File: src/rtl/rev_serial_alu_seq.sv
// rtl/rev_serial_alu_seq.sv - bit-serial WIDTH-bit ALU sequencer around a reversible 1-bit slice
// Operands stream LSB-first through one slice per clock; result and flags are held until taken.
module rev_serial_alu_seq #(
    parameter int WIDTH = 16,
    parameter int CNT_W = 4
) (
    input  logic             clk,
    input  logic             rst_n,
    input  logic             in_valid,
    output logic             in_ready,
    input  logic [2:0]       op,
    input  logic [WIDTH-1:0] a,
    input  logic [WIDTH-1:0] b,
    output logic             out_valid,
    input  logic             out_ready,
    output logic [WIDTH-1:0] result,
    output logic             carry_out,
    output logic             overflow,
    output logic             zero
);

    typedef enum logic [1:0] {IDLE, RUN, DONE} state_t;

    localparam logic [2:0]       OP_SUB = 3'b001;
    localparam logic [CNT_W-1:0] LAST   = CNT_W'(WIDTH - 1);

    // Gate library, reduced to the outputs the slice consumes; pass-through lines are not kept.
    function automatic logic fey_q(input logic x, input logic y);
        return x ^ y;
    endfunction

    function automatic logic tof_r(input logic x, input logic y, input logic z);
        return (x & y) ^ z;
    endfunction

    function automatic logic fred_q(input logic c, input logic x, input logic y);
        return c ? y : x;
    endfunction

    // {s, r} of the double Peres gate: r = sum, s = carry when the fourth input is 0.
    function automatic logic [1:0] dpg_sr(input logic pa, input logic pb, input logic pc,
                                          input logic pd);
        return {((pa ^ pb) & pc) ^ (pa & pb) ^ pd, pa ^ pb ^ pc};
    endfunction

    state_t           state;
    logic [CNT_W-1:0] cnt;
    logic             carry_q;
    logic [WIDTH-1:0] a_sh;
    logic [WIDTH-1:0] b_sh;
    logic [2:0]       op_q;
    logic [WIDTH-1:0] res_sh;

    logic             a0;
    logic             b0;
    logic [1:0]       add_sr;
    logic             and_bit;
    logic             xor_bit;
    logic             or_bit;
    logic             m00;
    logic             m01;
    logic             m10;
    logic             m11;
    logic             m_lo;
    logic             m_hi;
    logic             slice_bit;
    logic             is_arith;
    logic [WIDTH-1:0] res_final;

    always_comb begin
        a0        = a_sh[0];
        b0        = fey_q(op_q == OP_SUB, b_sh[0]);
        add_sr    = dpg_sr(a0, b0, carry_q, 1'b0);
        and_bit   = tof_r(a0, b0, 1'b0);
        xor_bit   = fey_q(a0, b0);
        or_bit    = fey_q(and_bit, xor_bit);
        // Fredkin mux tree on op; NOR and NOT A share the OR/PASS paths and invert afterwards.
        m00       = add_sr[0];
        m01       = fred_q(op_q[0], and_bit, or_bit);
        m10       = fred_q(op_q[0], xor_bit, or_bit);
        m11       = a0;
        m_lo      = fred_q(op_q[1], m00, m01);
        m_hi      = fred_q(op_q[1], m10, m11);
        slice_bit = fey_q(op_q[2] & op_q[0], fred_q(op_q[2], m_lo, m_hi));
        is_arith  = ~op_q[2] & ~op_q[1];
        res_final = {slice_bit, res_sh[WIDTH-1:1]};
    end

    always_ff @(posedge clk or negedge rst_n) begin
        if (!rst_n) begin
            state     <= IDLE;
            cnt       <= '0;
            carry_q   <= 1'b0;
            a_sh      <= '0;
            b_sh      <= '0;
            op_q      <= '0;
            res_sh    <= '0;
            in_ready  <= 1'b1;
            out_valid <= 1'b0;
            result    <= '0;
            carry_out <= 1'b0;
            overflow  <= 1'b0;
            zero      <= 1'b0;
        end else begin
            case (state)
                IDLE: begin
                    if (in_valid) begin
                        a_sh     <= a;
                        b_sh     <= b;
                        op_q     <= op;
                        cnt      <= '0;
                        carry_q  <= (op == OP_SUB);
                        in_ready <= 1'b0;
                        state    <= RUN;
                    end
                end
                RUN: begin
                    a_sh    <= a_sh >> 1;
                    b_sh    <= b_sh >> 1;
                    res_sh  <= res_final;
                    carry_q <= add_sr[1];
                    cnt     <= cnt + CNT_W'(1);
                    if (cnt == LAST) begin
                        // carry_q here is the carry into the MSB slice.
                        result    <= res_final;
                        carry_out <= is_arith & add_sr[1];
                        overflow  <= is_arith & (carry_q ^ add_sr[1]);
                        zero      <= (res_final == '0);
                        out_valid <= 1'b1;
                        state     <= DONE;
                    end
                end
                DONE: begin
                    if (out_ready) begin
                        out_valid <= 1'b0;
                        in_ready  <= 1'b1;
                        state     <= IDLE;
                    end
                end
                default: begin
                    state     <= IDLE;
                    in_ready  <= 1'b1;
                    out_valid <= 1'b0;
                end
            endcase
        end
    end

endmodule

File: config.mk
export PLATFORM = sky130hd
export DESIGN_NAME = rev_serial_alu_seq
export DESIGN_NICKNAME = d
export VERILOG_FILES = /design/src/rtl/rev_serial_alu_seq.sv
export SDC_FILE = /design/constraint.sdc
export NUM_CORES = 1
export LEC_CHECK = 0
export BUFFER_PORTS_ARGS = -buffer_cell sky130_fd_sc_hd__buf_2
export CORE_MARGIN = 3
export CORE_UTILIZATION = 45
export CTS_CLUSTER_DIAMETER = 100
export DETAILED_ROUTE_END_ITERATION = 8
export PLACE_DENSITY_LB_ADDON = 0.12
export SETUP_SLACK_MARGIN = 0.02
export SYNTH_ARGS = -nofsm -noshare
export SYNTH_HDL_FRONTEND = slang
export SYNTH_SLANG_ARGS = --single-unit
File: constraint.sdc
create_clock -name clk -period 3.51 [get_ports clk]
set_clock_uncertainty 0.1 [all_clocks]
set_input_delay 0.1755 -clock clk [delete_from_list [all_inputs] [get_ports clk]]
set_output_delay 0.1755 -clock clk [all_outputs]
set_load 0.005 [all_outputs]
* Yosys cells after proc, flatten, opt, wreduce, memory -nomap -nowiden
Cells that the tools add are included.
** Word-level totals
- Logic and storage cells :: 71
- Bits in latches :: 0
- Input bits :: 39
- Memories kept :: 0
- Bits in writable memories :: 0
- Bits in read-only memories :: 0
- Register bits after elaboration :: 79
- Output and inout bits :: 21
** Cells by class
- Order comparisons :: 0
- Muxes and demuxes :: 23
- Bitwise operators :: 17
- Divide/modulo/power cells :: 0
- $mul :: 0
- Shifts and indexed selects :: 0
- $add $sub $neg :: 1
- Reductions and logical operators :: 9
- Eq/ne operators :: 8
** Operators with widths (number)
- $pmux 16 s2 :: 2
- $mux 16 :: 2
- $logic_not 16->1 :: 1
- $mux 1 :: 10
- $reduce_and 3->1 :: 3
- $pmux 4 s2 :: 1
- $xor 1x1->1 :: 7
- $and 1x1->1 :: 6
- $eq 3x1->1 const B :: 2
- $mux 2 :: 3
- $ne 2x2->1 const B :: 3
- $pmux 1 s3 :: 2
- $pmux 2 s3 :: 1
- $reduce_and 2->1 :: 3
- $add 4x1->4 const B :: 1
- $eq 4x4->1 const B :: 1
- $mux 4 :: 1
- $not 1->1 :: 4
- $eq 2x1->1 const B :: 1
- $eq 2x2->1 const B :: 1
- $logic_not 2->1 :: 1
- $pmux 1 s2 :: 1
- $reduce_bool 2->1 :: 1

* Longest topological paths before layout
Gate-level depths: netlist (run 1).
- Depth in word-level cells :: 9
- Gate-level depth with buffers :: 9

* Worst setup path after synthesis (run 1)
OpenSTA, ideal clock, no wires.
- Kind :: register to register
- Start point :: register op_q[1]
- End point :: register zero
- Data arrival time :: 2.021 ns
- Cell stages (with the launch flop) :: 10
- Setup slack :: 1.268 ns
- Library setup time :: 0.121 ns
- Clock period less this slack :: 2.242 ns
- Required time :: 3.289 ns
- Cells stage by stage :: dfrtp_1 buf_2 nor3b_1 xor2_1 inv_1 fa_1 nor2b_1 a311oi_1 a311oi_1 a22o_1
** Between the ends
- Cells in the longest elaborated chain, start to end :: 9
- Elaborated cells on any way between the ends :: 13
** RTL lines
- start: declaration :: line 51 : logic [2:0] op_q;
- start signal: assignment :: line 110 : op_q <= op;
- $eq 3x1->1 :: line 72 : b0 = fey_q(op_q == OP_SUB, b_sh[0]);
- $xor 1x1->1 :: line 29 : return x ^ y;
- $and 1x1->1 / $xor 1x1->1 (equally long branches) :: line 33, 29, 43
- $xor 1x1->1 :: line 29
- $mux 1 (2 in series) :: line 37 : return c ? y : x;
- $mux 1 * :: line 37
- $xor 1x1->1 * :: line 29
- $logic_not 16->1 * :: line 128 : zero <= (res_final == '0);
- end signal: assignment :: line 128
- end: declaration :: line 19 : output logic zero
Every way passes the cells marked *; elsewhere a longest branch is shown, timed or not.
A chain may end at the register's enable or synchronous reset.

* Worst setup path in the final report (run 1)
- Start point :: register op_q[1]
- End point :: register res_sh[15]
** Between the ends
- Cells in the longest elaborated chain, start to end :: 8
- Elaborated cells on any way between the ends :: 12
** RTL lines
- $eq 3x1->1 :: line 72
- $xor 1x1->1 :: line 29
- $and 1x1->1 / $xor 1x1->1 (equally long branches) :: line 33, 29, 43
- $xor 1x1->1 :: line 29
- $mux 1 (2 in series) :: line 37
- $mux 1 * :: line 37
- $xor 1x1->1 * :: line 29
- end signal: assignment :: line 120 : res_sh <= res_final;
- end: declaration :: line 52 : logic [WIDTH-1:0] res_sh;
Marks and branches as above.

==> results.toml, run 1 <==
[status]
status = "completed"

[worst_setup_path]
cp-startpoint = "op_q[1]"
crit_top_cell = "a311oi_1"
arrival_ns = 2.50
cpMaxStageDelayCell = "dfrtp_1"
worst-r2r-cell-count = 8
crit_path_start_kind = "register"
worstPathCellList = "nor3b_1 -> xor2_1 -> inv_1 -> fa_1 -> nor2b_1 -> a311oi_1 -> a311oi_1 -> o21ai_0"
worstPathMaxFanout = 9
critical_path_class = "register to register"
critPathMaxStageDelay_ns = 0.49
worst_setup_path_end_kind = "register"
crit_required_ns = 3.60
timing.rr.start = "op_q[1]"

[synthesis]
synthTopCellsByArea = "dfrtp_1 57%, nand2_1 13%, a31oi_1 5.3%, mux2_2 5.0%, nor2_1 4.3%"
syn-num-nets = 402
async_flop_share = 1.00
syn_area_per_cell_um2 = 9.49
postSynthCellCount = 359
synth_common_cells = "122 x nand2_1, 77 x dfrtp_1, 39 x nor2_1"
yosysSeqAreaShare = 0.573
synth_edf_count = 0
ys_warn_count = 0
yosysTopAreaCellShare = 0.566
syn_area_um2 = 3410
yosys_most_used_dff = "dfrtp_1"
synth_seq_cells = 78
yosysMostFrequentCell = "nand2_1"
netlist-cell-type-count = 36
synth_area_leader_cell = "dfrtp_1"

[pwr]
p_sw_frac = 0.366
power_leakage_nw = 2.13
p_seq_frac = 0.462
intPower_mw = 2.12
p_switching_mw = 1.22
peakVddDrop_v = 0.000292
powerDensity_nw_per_um2 = 776
finalPower_mw = 3.35
share_comb_of_total_power = 0.335
pwr-share-clk = 0.204

[detailed_routing]
drt_first_iter_violations = 108
wl_mm = 6.73
drt-wirelength-per-cell_um = 12.2
drc = 0
first_pass_iters = 5
via_per_inst = 5.01
vias = 2757
ant_nets = 0

[clock_network]
cts-root-buf = "clkbuf_8"
clockBufferDepth = 2
clkLatencyLatePin_ns = 0.34
cts-buffers-inserted = 9
htreeDepth = 3
clock-sinks = 78
cts_tree = "yes"
cts.reportedPaths.clkPinSlew_ns = 0.08
post_cts_buffers = 0

[die]
core-area_um2 = 7290
die_area_um2 = 8650
io_pins = 60
num_rows = 31
die-width_um = 93.0
initial_utilization = 0.467
die_y_um = 93.0

[sta]
fin_crit_sh = 0.685
worstMarginPinSlew_ns = 0.969
fmax_mhz = 416
worst_slack_ns = 1.11
slew_headroom = 0.354
setup_viol = 0
finalHoldViolations = 0
rsz0062_at_grt = "no"
finalSetupTns_ns = 0
fin_crit_ns = 2.40
drv_slew = 0

[min_path]
min-delay-start = "b[0]"
min_path_cells = 3
hp-class = "input port to register"

[placed_design]
hpwl_mm = 4.13
dp.cells = 499
port_buffers = 59
place_ws_ns = 1.08
gp_congestion = 0.709

[layout]
synthToLayoutAreaGrowth_pct = 26.6
layout-drive-gt1-share = 0.220
antenna_cells = 0
fin_nets = 489
stdcell_count = 550
nFillCells = 691

[grt]
grt_pass1_vias = 2687
grt_pass1_wl_mm = 11.8
overflow = 0
grtUsageTotal = 0.168
antenna_found_initial = 0
grt_max_degree = 83

[run]
cap_violations = 0
-- state kept, by name, indices dropped and copies added, names as in the netlist --
name,cells
in_ready,1
carry_out,1
carry_q,1
a_sh,16
out_valid,1
cnt,4
overflow,1
state,2
b_sh,16
res_sh,15
zero,1
op_q,3
result,16
-- path summary, 6_finish.rpt --
check,to,slack (ns)
max in group asynchronous,op_q[0],2.26
min in group asynchronous,state[1],0.43
worst min-delay path,b_sh[0],0.01
worst max register to register,res_sh[15],1.11
worst max-delay path,res_sh[15],1.11
worst min register to register,carry_out,0.38
-- worst max-delay path: cells and delay by family, from the launching register on --
kind / cells / cell delay [ns]
xor+xnor: 1 / 0.21
buf+inv: 1 / 0.09
fa+ha+maj: 1 / 0.47
flops: 1 / 0.49
simple gates: 2 / 0.40
compound gates: 3 / 0.51
-- logic make-up (layout without fill, tap and decap cells) --
logic type                 Yosys count  count (layout)  synth area share
adders and majority gates            4               4            0.0169
xor gates and xnor gates             3               3           0.00771
buffers and inverters               26             118            0.0360
DFF                                 78              78             0.573
and+or+nand+nor                    179             179             0.214
muxes                               16              16            0.0525
AOI/OAI and AO/OA                   53              53            0.0992
-- cell type report --
class                      count  area (um2)  area share
clock buffer                   9         124      0.0287
clock inverter                 7        81.3      0.0189
inverter                       5        18.8     0.00435
multi-input combinational    255        1340       0.311
sequential                    78        1950       0.453
tap                           99         124      0.0287
timing repair buffer          97         671       0.156
-- cell usage in the layout (no fill, tap or decap), types with 4 or more instances in the layout --
master         count
nand2_1          122
dfrtp_1           77
buf_2             58
nor2_1            39
dlygate4sd3_1     35
a31oi_1           29
mux2_2            15
o21ai_0           11
clkbuf_8           9
inv_1              5
a21oi_1            5
buf_4              4
-- routing by layer --
layer / global-route usage / vias up / wire, um
met5: 0 / - / 0
li1: - / 1375 / -
met4: 0.0586 / 0 / 80
met3: 0.0306 / 9 / 241
met2: 0.290 / 55 / 3290
met1: 0.212 / 1318 / 3120
-- power groups by stage --
stage	logic, mW	registers (mW)	clock network [mW]
final	1.12	1.54	0.682
after global placement	1.07	1.55	0
after detailed placement	1.11	1.56	0
after CTS	1.14	1.55	0.701
after floorplan	0.847	1.50	0
after global routing	1.31	1.60	0.740
-- repair_timing --
action	4_1_cts	5_1_grt
gates resized for setup	0	0
endpoints found under the setup margin	0	0
hold buffers	35	0
endpoints found under the hold margin	111	0
-- stage by stage --
stage	area (um2)	util	hold slack (ns)
after floorplan	3410	-	-0.220
after global placement	3760	0.515	0.276
after detailed placement	3760	0.515	0.286
after CTS	4310	0.591	0.00548
after global routing	4310	0.591	0.0131
final	4310	0.591	0.00998
No activity file was read; power rests on OpenSTA's default activity.
==> run 2, diff against run 1 <==
==> constraint.sdc (replaced) <==
create_clock -name clk -period 2.5 [get_ports clk]
set_clock_uncertainty 0.1 [all_clocks]
set_input_delay 0.125 -clock clk [delete_from_list [all_inputs] [get_ports clk]]
set_output_delay 0.125 -clock clk [all_outputs]
set_load 0.005 [all_outputs]
==> results.toml, run 2 (synthesized netlist as in run 1, its figures left out) <==
[sta]
fin_crit_ns = 2.30
fmax_mhz = 434
worstMarginPinSlew_ns = 0.973
finalHoldViolations = 0
finalSetupTns_ns = 0
rsz0062_at_grt = "no"
fin_crit_sh = 0.921
slew_headroom = 0.351
holdWs_ns = 0.374
setup_viol = 0
drv_slew = 0
worst_slack_ns = 0.198

[layout]
synthToLayoutAreaGrowth_pct = 28.5
layout_common_cells = "122 x nand2_1, 77 x dfrtp_1, 58 x buf_2"
postLayoutCoreUtil = 0.600
mostFrequentLayoutCell = "nand2_1"
fin_nets = 496
layout-drive-gt1-share = 0.229
reg_top3 = "a_sh x16, b_sh x16, result x16"
nFillCells = 658
antenna_cells = 0

[clock_network]
cts-root-buf = "clkbuf_8"
cts.reportedPaths.clkPinSlew_ns = 0.09
cts_tree = "yes"
cts-buffers-inserted = 9
clock-sinks = 78
clockBufferDepth = 2
htreeDepth = 3
post_cts_buffers = 0
clkLatencyLatePin_ns = 0.36

[detailed_routing]
dr.max_layer_used = "met4"
drt_first_iter_violations = 139
drt-wirelength-per-cell_um = 12.9
drc = 0
met2_length_mm = 3.45
wl_mm = 7.16
first_pass_iters = 4
via_per_inst = 4.92
vias = 2740
ant_nets = 0
wl_met1_mm = 3.26
dr_wl_met3_um = 354

[worst_setup_path]
crit_required_ns = 2.65
r2r_slack_ns = 0.20
worst_setup_path_end_kind = "register"
critical_path_class = "register to register"
crit_path_start_kind = "register"
arrival_ns = 2.45
worstPathMaxFanout = 6
worst-r2r-cell-count = 8
timing.rr.start = "op_q[0]"
timing.rr.end = "zero"

[grt]
grt_max_degree = 79
grt_pass1_vias = 2659
overflow = 0
antenna_found_initial = 0
grt_pass1_wl_mm = 12.2
grtUsageTotal = 0.179

[die]
core-area_um2 = 7290
die_y_um = 93.0
initial_utilization = 0.467
io_pins = 60
die_area_um2 = 8650
die-width_um = 93.0
num_rows = 31

[run]
cap_violations = 0

[placed_design]
hpwl_mm = 4.37
place_ws_ns = 0.142
port_buffers = 59
gp_congestion = 0.715

[pwr]
power_leakage_nw = 2.16
powerDensity_nw_per_um2 = 1080
peakVddDrop_v = 0.000471

[min_path]
hp-class = "input port to asynchronous set/reset pin"

[status]
status = "completed"
==> run 2: cell types whose count changed in the layout (fill, tap and decap cells not counted) <==
cell,before,now
dlygate4sd3_1,35,38
buf_4,4,7
bufinv_16,1,0
buf_12,0,1
inv_8,0,2
a311oi_1,3,2
clkinvlp_4,1,2
nor3b_1,2,1
a311oi_2,0,1
clkinv_4,3,1
nor3b_2,0,1
==> run 2: where the power goes <==
| group | switching, mW | internal, mW | total, mW |
|---|---|---|---|
| Combinational | 0.920 | 0.771 | 1.69 |
| Clock | 0.514 | 0.382 | 0.896 |
| Sequential | 0.354 | 1.80 | 2.15 |
| Total | 1.79 | 2.95 | 4.74 |
==> run 2: how the worst max path moves through the flow <==
stage | start | to | depth (start not counted) | slack, ns
5_1_grt | op_q[0] | zero | 8 | 0.03
3_5_place_dp | op_q[0] | res_sh[15] | 8 | 0.14
6_report | op_q[0] | zero | 8 | 0.20
2_1_floorplan | op_q[1] | zero | 9 | 0.26
3_3_place_gp | op_q[0] | res_sh[15] | 8 | 0.25
4_1_cts | op_q[0] | res_sh[15] | 8 | 0.12
==> run 2: what timing repair did <==
item	in CTS	in global routing
hold endpoints to repair	116	0
resized for setup	0	2
setup endpoints to repair	0	3
hold buffers	38	0
==> run 2: critical path, cell delays in order, from the launching register on <==
cell and delay, ns:
dfrtp_1 0.44, nor3b_2 0.23, xor2_1 0.21, inv_1 0.10, fa_1 0.42, nor2b_1 0.13, a311oi_1 0.29, a311oi_2 0.08
a22o_1 0.19
==> run 2: per-layer routing <==
metal / vias to the layer above / GRT usage
met1: 1283 / 0.225
met5: - / 0
met4: 0 / 0.0672
li1: 1384 / -
met2: 65 / 0.298
met3: 8 / 0.0467
==> run 2: cell type report <==
cell class,instances,area [um2],area share
clock buffers,9,124,0.0283
clock inverters,7,63.8,0.0146
inverters,5,18.8,0.00429
multi-input cells,255,1350,0.309
flip-flops and latches,78,1950,0.446
well taps,99,124,0.0283
repair buffers,104,743,0.170
==> run 2: metrics by stage <==
| step | power (mW) | area (um2) | cells |
|---|---|---|---|
| floorplan | 3.29 | 3410 | 359 |
| global placement | 3.74 | 3800 | 503 |
| detailed placement | 3.81 | 3800 | 503 |
| CTS | 4.77 | 4370 | 557 |
| global route | 5.17 | 4380 | 557 |
| finish | 4.74 | 4380 | 557 |
==> run 3, diff against run 2 <==
--- a/config.mk
+++ b/config.mk
@@ -10,7 +10,7 @@
 export CORE_UTILIZATION = 45
 export CTS_CLUSTER_DIAMETER = 100
 export DETAILED_ROUTE_END_ITERATION = 8
-export PLACE_DENSITY_LB_ADDON = 0.12
+export PLACE_DENSITY = 0.63
 export SETUP_SLACK_MARGIN = 0.02
 export SYNTH_ARGS = -nofsm -noshare
 export SYNTH_HDL_FRONTEND = slang
==> results.toml, run 3 (synthesized netlist as in run 1, its figures left out) <==
[placed_design]
hpwl_mm = 4.16
place_ws_ns = 0.0614
port_buffers = 59
gp_congestion = 0.715
postPlaceCellArea_um2 = 3780
dp.cells = 501

[worst_setup_path]
worst-r2r-cell-count = 8
r2r_slack_ns = 0.21
critPathMaxStageDelay_ns = 0.43
worst_setup_path_end_kind = "register"
worstPathCellList = "nor3b_2 -> xor2_1 -> inv_1 -> fa_1 -> nor2b_1 -> a311oi_1 -> a311oi_2 -> a22o_1"
timing.rr.start = "op_q[2]"
arrival_ns = 2.43
worstPathMaxFanout = 3
crit_required_ns = 2.64
cpMaxStageDelayCell = "dfrtp_2"
critical_path_class = "register to register"
timing.rr.end = "zero"
crit_path_start_kind = "register"

[detailed_routing]
drt_first_iter_violations = 76
drt-wirelength-per-cell_um = 13.0
drc = 0
first_pass_iters = 4
wl_mm = 7.20
vias = 2753
ant_nets = 0
via_per_inst = 4.96

[sta]
worst_slack_ns = 0.208
setup_viol = 0
fin_crit_sh = 0.917
slew_headroom = 0.361
drv_slew = 0
finalHoldViolations = 0
holdWs_ns = 0.0180
fmax_mhz = 436
finalSetupTns_ns = 0
fin_crit_ns = 2.29
worstMarginPinSlew_ns = 0.959
rsz0062_at_grt = "no"

[layout]
reg_top3 = "a_sh x16, b_sh x16, result x16"
synthToLayoutAreaGrowth_pct = 27.8
stdcell_count = 555
antenna_cells = 0
mostFrequentLayoutCell = "nand2_1"
layout_common_cells = "122 x nand2_1, 75 x dfrtp_1, 58 x buf_2"
fin_nets = 494
layout-drive-gt1-share = 0.232
fin_area_um2 = 4360
postLayoutCoreUtil = 0.597

[pwr]
power_leakage_nw = 2.15
peakVddDrop_v = 0.000400
finalPower_mw = 4.71
powerDensity_nw_per_um2 = 1080

[die]
initial_utilization = 0.467
io_pins = 60
core-area_um2 = 7290
die_area_um2 = 8650
die_y_um = 93.0
die-width_um = 93.0
num_rows = 31

[grt]
grt_max_degree = 83
grt_pass1_wl_mm = 12.2
grt_pass1_vias = 2756
grtUsageTotal = 0.178
overflow = 0
antenna_found_initial = 0

[clock_network]
clockBufferDepth = 2
htreeDepth = 3
cts.reportedPaths.clkPinSlew_ns = 0.08
clkLatencyLatePin_ns = 0.35
clock-sinks = 78
cts_tree = "yes"
cts-buffers-inserted = 9
cts-root-buf = "clkbuf_8"

[run]
cap_violations = 0

[min_path]
hold_path_end = "in_ready"
min-delay-start = "in_valid"
min_path_cells = 3
hp-class = "input port to register"

[status]
status = "completed"
## run 3: report_power, final
group          total (mW)  switching [mW]  internal [mW]  leakage [nW]
clock network       0.874           0.501          0.373        0.0906
logic                1.68           0.912          0.768          1.10
registers            2.16           0.357           1.80         0.956
## run 3: final cells by class
type	count	area, um2
clock buffers	9	124
clock inverters	7	56.3
fillers	682	2940
inverters	5	18.8
multi-input cells	255	1350
flip-flops and latches	78	1960
well taps	99	124
repair buffers	102	726
## run 3: critical path, delay by kind of cell, from the launching register on
| kind | cells | cell delay [ns] |
|---|---|---|
| xor+xnor | 1 | 0.20 |
| flops | 1 | 0.43 |
| compound gates | 3 | 0.60 |
| fa+ha+maj | 1 | 0.42 |
| buf+inv | 1 | 0.10 |
| simple gates | 2 | 0.34 |
## run 3: worst max-delay path by stage
stage / start / endpoint / slack [ns] / cells past startpoint
4_1_cts: op_q[2] / result[15] / 0.04 / 8
6_report: op_q[2] / zero / 0.21 / 8
3_3_place_gp: op_q[2] / res_sh[15] / 0.19 / 8
3_5_place_dp: op_q[2] / result[15] / 0.06 / 8
2_1_floorplan: op_q[1] / zero / 0.26 / 9
5_1_grt: op_q[2] / result[15] / 0.04 / 8
## run 3: what timing repair did
action                                 4_1_cts  5_1_grt
gates resized for setup                      0        5
setup buffers                                0        1
endpoints found under the hold margin      115        0
setup endpoints to repair                    0        3
hold buffers                                37        0
## run 3: routing by layer
layer | routed length [um] | up-vias | global-route usage
met2 | 3450 | 50 | 0.304
met5 | 0 | - | 0
li1 | - | 1375 | -
met4 | 138 | 0 | 0.0623
met1 | 3350 | 1316 | 0.218
met3 | 269 | 12 | 0.0459
